## config.mk

```make
export PLATFORM = sky130hd
export DESIGN_NAME = pc_fetch_seq_flat
export DESIGN_NICKNAME = d
export VERILOG_FILES = /design/src/rtl/pc_fetch_seq_pkg.sv /design/src/rtl/pc_fetch_seq_if.sv /design/src/rtl/pc_fetch_seq_strobe_reg.sv /design/src/rtl/pc_fetch_seq.sv /design/src/flat_wrapper.sv
export SDC_FILE = /design/constraint.sdc
export NUM_CORES = 1
export LEC_CHECK = 0
export BUFFER_PORTS_ARGS = -buffer_cell sky130_fd_sc_hd__buf_2
export CAP_MARGIN = 20
export CORE_UTILIZATION = 55
export DETAILED_ROUTE_END_ITERATION = 16
export GPL_TIMING_DRIVEN = 0
export HOLD_SLACK_MARGIN = 0.15
export PLACE_DENSITY = 0.75
export SYNTH_ARGS = -nofsm -noshare
export SYNTH_HDL_FRONTEND = slang
export SYNTH_SLANG_ARGS = --single-unit
```

## constraint.sdc

```tcl
create_clock -name clk -period 2.01 [get_ports clk]
set_input_delay 0.1005 -clock clk [delete_from_list [all_inputs] [get_ports clk]]
set_output_delay 0.1005 -clock clk [all_outputs]
set_load 0.02 [all_outputs]
```

## src/rtl/pc_fetch_seq_pkg.sv

```systemverilog
// Shared definitions for the PC fetch sequencer: state encoding, strobe-vector layout
// and the per-state strobe decode used to precompute the registered outputs.
package pc_fetch_seq_pkg;

    typedef enum logic [2:0] {
        IDLE  = 3'd0,
        JUMP  = 3'd1,
        ADDR  = 3'd2,
        MEM   = 3'd3,
        LATCH = 3'd4,
        INC   = 3'd5,
        FAULT = 3'd6
    } state_e;

    localparam int STB_W      = 7;
    localparam int STB_NRPC   = 0;
    localparam int STB_NWPC   = 1;
    localparam int STB_NINCPC = 2;
    localparam int STB_NWAR   = 3;
    localparam int STB_NMEM   = 4;
    localparam int STB_NR     = 5;
    localparam int STB_NWIR   = 6;

    // Active-low strobe pattern driven while the sequencer sits in state s.
    function automatic logic [STB_W-1:0] strobesFor(input state_e s);
        logic [STB_W-1:0] v;
        v = '1;
        case (s)
            JUMP: begin
                v[STB_NWPC] = 1'b0;
            end
            ADDR: begin
                v[STB_NRPC] = 1'b0;
                v[STB_NWAR] = 1'b0;
            end
            MEM: begin
                v[STB_NMEM] = 1'b0;
                v[STB_NR]   = 1'b0;
            end
            LATCH: begin
                v[STB_NMEM] = 1'b0;
                v[STB_NR]   = 1'b0;
                v[STB_NWIR] = 1'b0;
            end
            INC: begin
                v[STB_NINCPC] = 1'b0;
            end
            default: begin
                v = '1;
            end
        endcase
        return v;
    endfunction

endpackage

```

## src/rtl/pc_fetch_seq_if.sv

```systemverilog
// Request/strobe bundle between the fetch sequencer (master) and the board side
// (slave: microcode sequencer requests, memory wait, PC/MAR/IR strobe receivers).
interface pc_fetch_seq_if;

    logic nfetch;
    logic njump;
    logic nwaiting;
    logic nrpc;
    logic nwpc;
    logic nincpc;
    logic nwar;
    logic nmem;
    logic nr;
    logic nwir;
    logic busy;
    logic fault;

    modport master (
        input  nfetch, njump, nwaiting,
        output nrpc, nwpc, nincpc, nwar, nmem, nr, nwir, busy, fault
    );

    modport slave (
        output nfetch, njump, nwaiting,
        input  nrpc, nwpc, nincpc, nwar, nmem, nr, nwir, busy, fault
    );

endinterface

```

## src/rtl/pc_fetch_seq_strobe_reg.sv

```systemverilog
// Holds the active-low strobe vector; asynchronous preset to all-ones so every
// strobe is released the instant reset is asserted.
module strobe_reg
    import pc_fetch_seq_pkg::*;
(
    input  logic             clk,
    input  logic             rst_n,
    input  logic [STB_W-1:0] d_i,
    output logic [STB_W-1:0] q_o
);

    logic [STB_W-1:0] strobe_q;

    always_ff @(posedge clk or negedge rst_n) begin
        if (!rst_n) begin
            strobe_q <= '1;
        end else begin
            strobe_q <= d_i;
        end
    end

    assign q_o = strobe_q;

endmodule

```

## src/rtl/pc_fetch_seq.sv

```systemverilog
// Fetch sequencer: drives PC, MAR, memory-read and IR strobes for one fetch or jump
// per request. All pin outputs come straight from flops.
module pc_fetch_seq
    import pc_fetch_seq_pkg::*;
#(
    parameter int MEM_LAT  = 1,
    parameter int WAIT_MAX = 15
) (
    input  logic           clk,
    input  logic           nreset,
    pc_fetch_seq_if.master bus
);

    localparam logic [3:0] MEM_LAT_C  = 4'(MEM_LAT);
    localparam logic [7:0] WAIT_MAX_C = 8'(WAIT_MAX);

    state_e           state_q, state_d;
    logic [3:0]       memCnt_q, memCnt_d;
    logic [7:0]       waitCnt_q, waitCnt_d;
    logic [7:0]       waitInc;
    logic             busy_q;
    logic             fault_q;
    logic [STB_W-1:0] strobe_d;
    logic [STB_W-1:0] strobe_q;

    // Next state and counters; the strobe vector is decoded from the next state so
    // the registered pins line up with the state they belong to.
    always_comb begin
        state_d   = state_q;
        memCnt_d  = memCnt_q;
        waitCnt_d = waitCnt_q;
        waitInc   = (waitCnt_q == 8'hFF) ? waitCnt_q : waitCnt_q + 8'd1;
        case (state_q)
            IDLE: begin
                if (!bus.njump) begin
                    state_d = JUMP;
                end else if (!bus.nfetch) begin
                    state_d = ADDR;
                end
            end
            JUMP: begin
                state_d = IDLE;
            end
            ADDR: begin
                state_d   = MEM;
                memCnt_d  = 4'd1;
                waitCnt_d = 8'd0;
            end
            MEM: begin
                memCnt_d = (memCnt_q == 4'hF) ? memCnt_q : memCnt_q + 4'd1;
                if (!bus.nwaiting) begin
                    waitCnt_d = waitInc;
                    if (waitInc >= WAIT_MAX_C) begin
                        state_d = FAULT;
                    end
                end else if (memCnt_q >= MEM_LAT_C) begin
                    state_d = LATCH;
                end
            end
            LATCH: begin
                state_d = INC;
            end
            INC: begin
                state_d = IDLE;
            end
            FAULT: begin
                state_d = FAULT;
            end
            default: begin
                state_d = IDLE;
            end
        endcase
        strobe_d = strobesFor(state_d);
    end

    always_ff @(posedge clk or negedge nreset) begin
        if (!nreset) begin
            state_q   <= IDLE;
            memCnt_q  <= 4'd0;
            waitCnt_q <= 8'd0;
            busy_q    <= 1'b0;
            fault_q   <= 1'b0;
        end else begin
            state_q   <= state_d;
            memCnt_q  <= memCnt_d;
            waitCnt_q <= waitCnt_d;
            busy_q    <= (state_d != IDLE);
            fault_q   <= (state_d == FAULT);
        end
    end

    strobe_reg u_strobe_reg (
        .clk   (clk),
        .rst_n (nreset),
        .d_i   (strobe_d),
        .q_o   (strobe_q)
    );

    assign bus.nrpc   = strobe_q[STB_NRPC];
    assign bus.nwpc   = strobe_q[STB_NWPC];
    assign bus.nincpc = strobe_q[STB_NINCPC];
    assign bus.nwar   = strobe_q[STB_NWAR];
    assign bus.nmem   = strobe_q[STB_NMEM];
    assign bus.nr     = strobe_q[STB_NR];
    assign bus.nwir   = strobe_q[STB_NWIR];
    assign bus.busy   = busy_q;
    assign bus.fault  = fault_q;

endmodule
```

## src/flat_wrapper.sv

```systemverilog
// flat-port wrapper written by rule: the top's interface ports become plain ports
module pc_fetch_seq_flat import pc_fetch_seq_pkg::*;
#(
    parameter int MEM_LAT  = 1,
    parameter int WAIT_MAX = 15
)
  (clk, nreset, bus_nfetch, bus_njump, bus_nwaiting, bus_nrpc, bus_nwpc, bus_nincpc, bus_nwar, bus_nmem, bus_nr, bus_nwir, bus_busy, bus_fault);
  pc_fetch_seq_if bus_i ();
  input  logic clk;
  input  logic nreset;
  input wire logic [$bits(bus_i.nfetch)-1:0] bus_nfetch;
  input wire logic [$bits(bus_i.njump)-1:0] bus_njump;
  input wire logic [$bits(bus_i.nwaiting)-1:0] bus_nwaiting;
  output wire logic [$bits(bus_i.nrpc)-1:0] bus_nrpc;
  output wire logic [$bits(bus_i.nwpc)-1:0] bus_nwpc;
  output wire logic [$bits(bus_i.nincpc)-1:0] bus_nincpc;
  output wire logic [$bits(bus_i.nwar)-1:0] bus_nwar;
  output wire logic [$bits(bus_i.nmem)-1:0] bus_nmem;
  output wire logic [$bits(bus_i.nr)-1:0] bus_nr;
  output wire logic [$bits(bus_i.nwir)-1:0] bus_nwir;
  output wire logic [$bits(bus_i.busy)-1:0] bus_busy;
  output wire logic [$bits(bus_i.fault)-1:0] bus_fault;
  assign bus_i.nfetch = bus_nfetch;
  assign bus_i.njump = bus_njump;
  assign bus_i.nwaiting = bus_nwaiting;
  assign bus_nrpc = bus_i.nrpc;
  assign bus_nwpc = bus_i.nwpc;
  assign bus_nincpc = bus_i.nincpc;
  assign bus_nwar = bus_i.nwar;
  assign bus_nmem = bus_i.nmem;
  assign bus_nr = bus_i.nr;
  assign bus_nwir = bus_i.nwir;
  assign bus_busy = bus_i.busy;
  assign bus_fault = bus_i.fault;
  pc_fetch_seq #(.MEM_LAT(MEM_LAT), .WAIT_MAX(WAIT_MAX)) u_core (.clk(clk), .nreset(nreset), .bus(bus_i));
endmodule
```

# After elaboration in Yosys (flattened, before gate mapping)
# Cells that the tools add are included.
[op_classes] addsub=2 n_lt_le_gt_ge=2 n_eq_ne=14 muxes=16 reduce_logical=6
[op_table] cell="$mux W8" count=2
[op_table] cell="$pmux W8 S2" count=1
[op_table] cell="$eq A3 B3 Y1 const B" count=5
[op_table] cell="$mux W3" count=5
[op_table] cell="$pmux W3 S5" count=1
[op_table] cell="$eq A3 B2 Y1 const B" count=4
[op_table] cell="$add A8 B1 Y8 const B" count=1
[op_table] cell="$eq A8 B8 Y1 const B" count=1
[op_table] cell="$ge A8 B4 Y1 const B" count=1
[op_table] cell="$pmux W4 S2" count=1
[op_table] cell="$add A4 B1 Y4 const B" count=1
[op_table] cell="$eq A4 B4 Y1 const B" count=1
[op_table] cell="$ge A4 B1 Y1 const B" count=1
[op_table] cell="$mux W1" count=4
[op_table] cell="$mux W4" count=1
[op_table] cell="$ne A2 B2 Y1 const B" count=2
[op_table] cell="$reduce_and A2 Y1" count=2
[op_table] cell="$eq A3 B1 Y1 const B" count=1
[op_table] cell="$logic_not A3 Y1" count=1
[op_table] cell="$reduce_bool A3 Y1" count=1
[op_table] cell="$mux W2" count=1
[op_table] cell="$reduce_bool A2 Y1" count=1
[op_table] cell="$reduce_or A2 Y1" count=1
[totals] register_bits=24 out_inout_bits=9

# Longest topological paths before layout
[logic_depth] depth_word=9 ltp_mapped=6 depth_no_buf=6

# Cells and area by module
# From an unflattened synthesis, not the netlist that was laid out.
[hier_totals] hier_cells=135 area_unflattened_um2=1258.7
[by_module_without_submodules] mod="pc_fetch_seq" instances=1 cells_per_inst=128 area_per_inst_um2=1074.8 seq_area_each_um2=425.4
[by_module_without_submodules] mod="strobe_reg" instances=1 cells_per_inst=7 area_per_inst_um2=183.9 seq_area_each_um2=183.9

# Worst setup path before layout
# Ideal clock, no wire load.
[synth_timing] path_kind="register to register" from="register u_core.waitCnt_q[0]" to="register u_core.fault_q (netlist: u_core.bus.fault)" arrival_time_ps=1552 required_ps=1873 path_slack_ps=321 path_stages_with_launch=6 n_path_buf=0 period_less_slack_ps=1689 cell_sequence="dfrtp_1 ha_1 and4_4 nand4_4 a2111oi_4 a211oi_1"
[synth_via] elab_chain_cells=7 elab_cells_between_ends=8
[synth_lines] element="from (decl)" line_no="pc_fetch_seq.sv:19" text="logic [7:0] waitCnt_q, waitCnt_d;"
[synth_lines] element="from (signal assigned)" line_no="pc_fetch_seq.sv:86" text="waitCnt_q <= waitCnt_d;"
[synth_lines] element="$add A8 B1 Y8 or $eq A8 B8 Y1 (tied branches)" line_no="pc_fetch_seq.sv:32" text="waitInc = (waitCnt_q == 8'hFF) ? waitCnt_q : waitCnt_q + 8'd1;"
[synth_lines] element="$mux W8 *" line_no="pc_fetch_seq.sv:32"
[synth_lines] element="$ge A8 B4 Y1 *" line_no="pc_fetch_seq.sv:53" text="if (waitInc >= WAIT_MAX_C) begin"
[synth_lines] element="$mux W3 *" line_no="pc_fetch_seq.sv:53"
[synth_lines] element="$mux W3 *" line_no="pc_fetch_seq.sv:51" text="if (!bus.nwaiting) begin"
[synth_lines] element="$pmux W3 S5 *" line_no="pc_fetch_seq.sv:33" text="case (state_q)"
[synth_lines] element="$eq A3 B3 Y1 *" line_no="pc_fetch_seq.sv:88" text="fault_q <= (state_d == FAULT);"
[synth_lines] element="to (signal assigned)" line_no="pc_fetch_seq.sv:88"
[synth_lines] element="to (decl)" line_no="pc_fetch_seq.sv:22" text="logic fault_q;"
# Every way passes the cells marked *; elsewhere a longest branch is shown, timed or not.
# A chain may end at the register's enable or synchronous reset.

# Final worst setup path
# Ends and elaborated chain as after synthesis.

==> PnR_summary.wiki <==
{| class="wikitable"
! Metric !! Value
|-
| H-tree lvl count || 1
|-
| Number of fillers in the final layout || 178
|-
| Reg-to-reg setup timing slack || 0.14 ns
|-
| Required time reported for the critical path endpoint || 2.20 ns
|-
| Max capacitance violation total || 0
|-
| Fin crit share || 93.2%
|-
| Diodes inserted || 0
|-
| Post-synth EDFFs || 0
|-
| Slowest CP cell || dfrtp_1
|-
| Type of element capturing the critical path || register
|-
| Cells along the critical path || ha_2 -> and4_4 -> nand4_4 -> a2111oi_4 -> a211oi_1
|-
| Mean number of vias per cell || 6.38
|-
| Number of distinct library cells after synthesis || 49
|-
| Largest fanout on the critical path || 8
|-
| Number of I/O pins || 14
|-
| Hold/Removal Path Class || in2async
|-
| Sequential share of power || 37.5%
|-
| Starting utilization of the core area || 60.5%
|-
| Worst-case headroom to the max-slew limit || 48.5%
|-
| Power density cells || 1260 nW/um^2
|-
| Final slew viol count || 0
|-
| Die ar. || 2710 sq um
|-
| Setup tns final || 0 ns
|-
| Routed length per placed instance || 15.9 um
|-
| Vertical die dimension || 52.0 um
|-
| Final number of hold-violating endpoints || 0
|-
| Antenna violations before repair || 0
|-
| R2R Path End || u_core.bus.fault
|-
| Crit path launch type || register
|-
| Vias in the first global route || 1123
|-
| Switching power summed over all nets || 0.000855 W
|-
| Final setup vio count || 0
|-
| Wire length after detailed routing || 3030 um
|-
| Combinational share of power || 49.6%
|-
| Placeable core area || 2280 sq um
|-
| Status || complete, no violations
|-
| Clk pwr share || 12.8%
|-
| Average size of a mapped cell || 9.63 sq um
|-
| Synthesized area || 1380 sq um
|-
| Total leakage power || 0.665 nW
|-
| Largest voltage drop on the vdd net || 0.964 mV
|-
| Die X || 52.0 um
|-
| Cell internal power dissipation || 0.00110 W
|-
| Worst slack after detailed placement || 0.134 ns
|-
| Skew final || 0.00612 ns
|-
| Most common cell after layout, fill and taps aside || dfrtp_1
|-
| Clock tree from TritonCTS || done
|-
| Overflow left after global routing || 0
|-
| Port-buffer cells || 12
|-
| Async set-reset flop share out of synthesis || 100%
|-
| Last weighted congestion value of the routability-driven placer || 0.904
|-
| Post-CTS Repair Setup Buffers || 0
|-
| Top achievable clock speed || 0.534 GHz
|-
| Share of synthesized area occupied by flip-flops and latches || 40.4%
|-
| Crit path max-delay family || compound AO/OA/AOI/OAI gates
|-
| Min cycle time layout || 1.87 ns
|-
| Deepest clock path buffer count || 2
|-
| Worst slack on hold paths || 0.246 ns
|-
| Slew at the pin closest to its max-slew limit || 0.771 ns
|-
| CP max stage delay || 0.49 ns
|-
| Sw Share || 43.8%
|-
| Warnings from Yosys || 0
|-
| Cell at the root of the clock tree || clkbuf_4
|-
| Final-stage net count || 173
|-
| Launch instance of the worst register-to-register path || u_core.waitCnt_q[0]
|-
| Overall fraction of global-route tracks in use || 25.4%
|-
| Post-Route Utilization || 68.2%
|-
| Wire length of the first global-routing pass || 5010 um
|-
| Post-Synthesis Net Count || 152
|-
| Pwr Total || 0.00195 W
|-
| Proportion of layout cells with a drive suffix above 1 || 27.0%
|-
| Number of instances in the synthesized netlist || 143
|-
| Worst path buffer plus inverter count || 0
|-
| Post-DRT Antenna Nets || 0
|-
| RSZ-0062 raised after global routing || false
|-
| Number of buffers inserted during clock tree synthesis || 3
|-
| Number of cells on the worst reg-to-reg path || 5
|-
| Violation count after the first detailed-route iteration || 63
|-
| Most frequent cells in the layout || dfrtp_1, buf_2, nand2_1
|-
| Number of synthesized register bits || 22
|-
| Clk Latency, worst-skew pair || 0.31 ns
|-
| Via Count || 1218
|-
| Clock transition at the registers of the reported paths || 0.13 ns
|-
| Slack of the critical path || 0.136 ns
|-
| Class of the most critical setup path || reg2reg
|-
| Arrival time of the worst setup path || 2.07 ns
|-
| Area growth, synth to finish || 12.6%
|-
| DRT Pass-1 Iters || 5
|-
| Total DRC errors in the routed layout || 0
|-
| Hpwl dp || 2140 um
|-
| Total number of placement rows || 17
|-
| Pin count of the biggest net entering global routing || 23
|-
| Top flip-flop cell by instance count after synthesis || dfrtp_1
|-
| Number of sinks handled by clock tree synthesis || 22
|}
==> flip-flops by register name, indices dropped and copies added, names as in the netlist <==
register	cells
u_core.waitCnt_q	8
u_core.u_strobe_reg.q_o	5
u_core.memCnt_q	4
u_core.state_q	3
u_core.bus.busy	1
u_core.bus.fault	1
==> area by class of cell <==
class | instances | area (sq um) | share of cell area (%)
Sequential cell | 22 | 557 | 35.9
Tap cell | 28 | 35.0 | 2.26
Clock buffer | 4 | 36.3 | 2.34
Buffer | 12 | 73.8 | 4.76
Timing Repair Buffer | 16 | 100 | 6.45
Inverter | 4 | 15.0 | 0.968
Multi-Input combinational cell | 105 | 734 | 47.3
==> worst reg2reg max path, cell delays in order, from the launching register on <==
cell and delay [ns]:
dfrtp_1 0.49, ha_2 0.30, and4_4 0.28, nand4_4 0.12, a2111oi_4 0.44, a211oi_1 0.13
==> routing by layer <==
metal  GRT usage [%]  part of all wire [%]  vias to the layer above  wire, um
met2            42.3                    47                       60      1420
met3            2.63                   7.6                        8       229
met1            33.6                    44                      579      1340
li1                -                     -                      571         -
met5               0                     0                        -         0
met4            9.46                   1.3                        0        38
==> stage by stage <==
step	std cells	cell area (sq um)
floorplan	143	1380
global placement	183	1470
detailed placement	183	1470
CTS	191	1550
global route	191	1550
finish	191	1550
==> synthesized netlist by cell type (2+ instances only) <==
master / count / area (sq um)
nand2_1: 14 / 52.6
nor3b_1: 4 / 30.0
a22o_1: 4 / 35.0
o22a_1: 2 / 17.5
dfrtp_1: 17 / 425
buf_4: 4 / 30.0
nor2_1: 11 / 41.3
buf_2: 4 / 20.0
a21oi_1: 13 / 65.1
inv_1: 4 / 15.0
a41oi_1: 3 / 26.3
o211ai_1: 2 / 15.0
dfstp_2: 5 / 131
a211oi_1: 2 / 15.0
ha_1: 4 / 50.1
nand3_1: 9 / 45.0
nand4_1: 2 / 12.5
o31ai_1: 2 / 15.0
o21ai_0: 7 / 35.0
==> worst max-delay path by stage <==
stage                             start                to  cells after the start
floorplan           u_core.waitCnt_q[0]  u_core.bus.fault                      5
global placement    u_core.waitCnt_q[0]  u_core.bus.fault                      5
detailed placement  u_core.waitCnt_q[0]  u_core.bus.fault                      5
CTS                 u_core.waitCnt_q[0]  u_core.bus.fault                      5
global route        u_core.waitCnt_q[0]  u_core.bus.fault                      5
finish              u_core.waitCnt_q[0]  u_core.bus.fault                      5
==> what timing repair did <==
action                     CTS  global route
setup endpoints to repair    0             2
gates resized for setup      0             1
hold buffers                 4             0
hold endpoints to repair    25             0
==> kinds of logic after synthesis <==
logic type | after synthesis | synth area share [%]
DFF | 22 | 40.4
muxes | 2 | 1.82
buffers and inverters | 16 | 6.45
adders and majority gates | 4 | 3.63
AOI/OAI and AO/OA | 43 | 23.0
and+or+nand+nor | 56 | 24.7
==> power groups by stage <==
stage	logic (W)	registers, W	clock network (W)
6_report	0.000969	0.000732	0.000251
3_5_place_dp	0.000940	0.000737	0
2_1_floorplan	0.000665	0.000763	0
4_1_cts	0.000953	0.000728	0.000249
3_3_place_gp	0.000911	0.000722	0
5_1_grt	0.00106	0.000746	0.000270
Note: power is estimated with default switching activity, not from simulation.
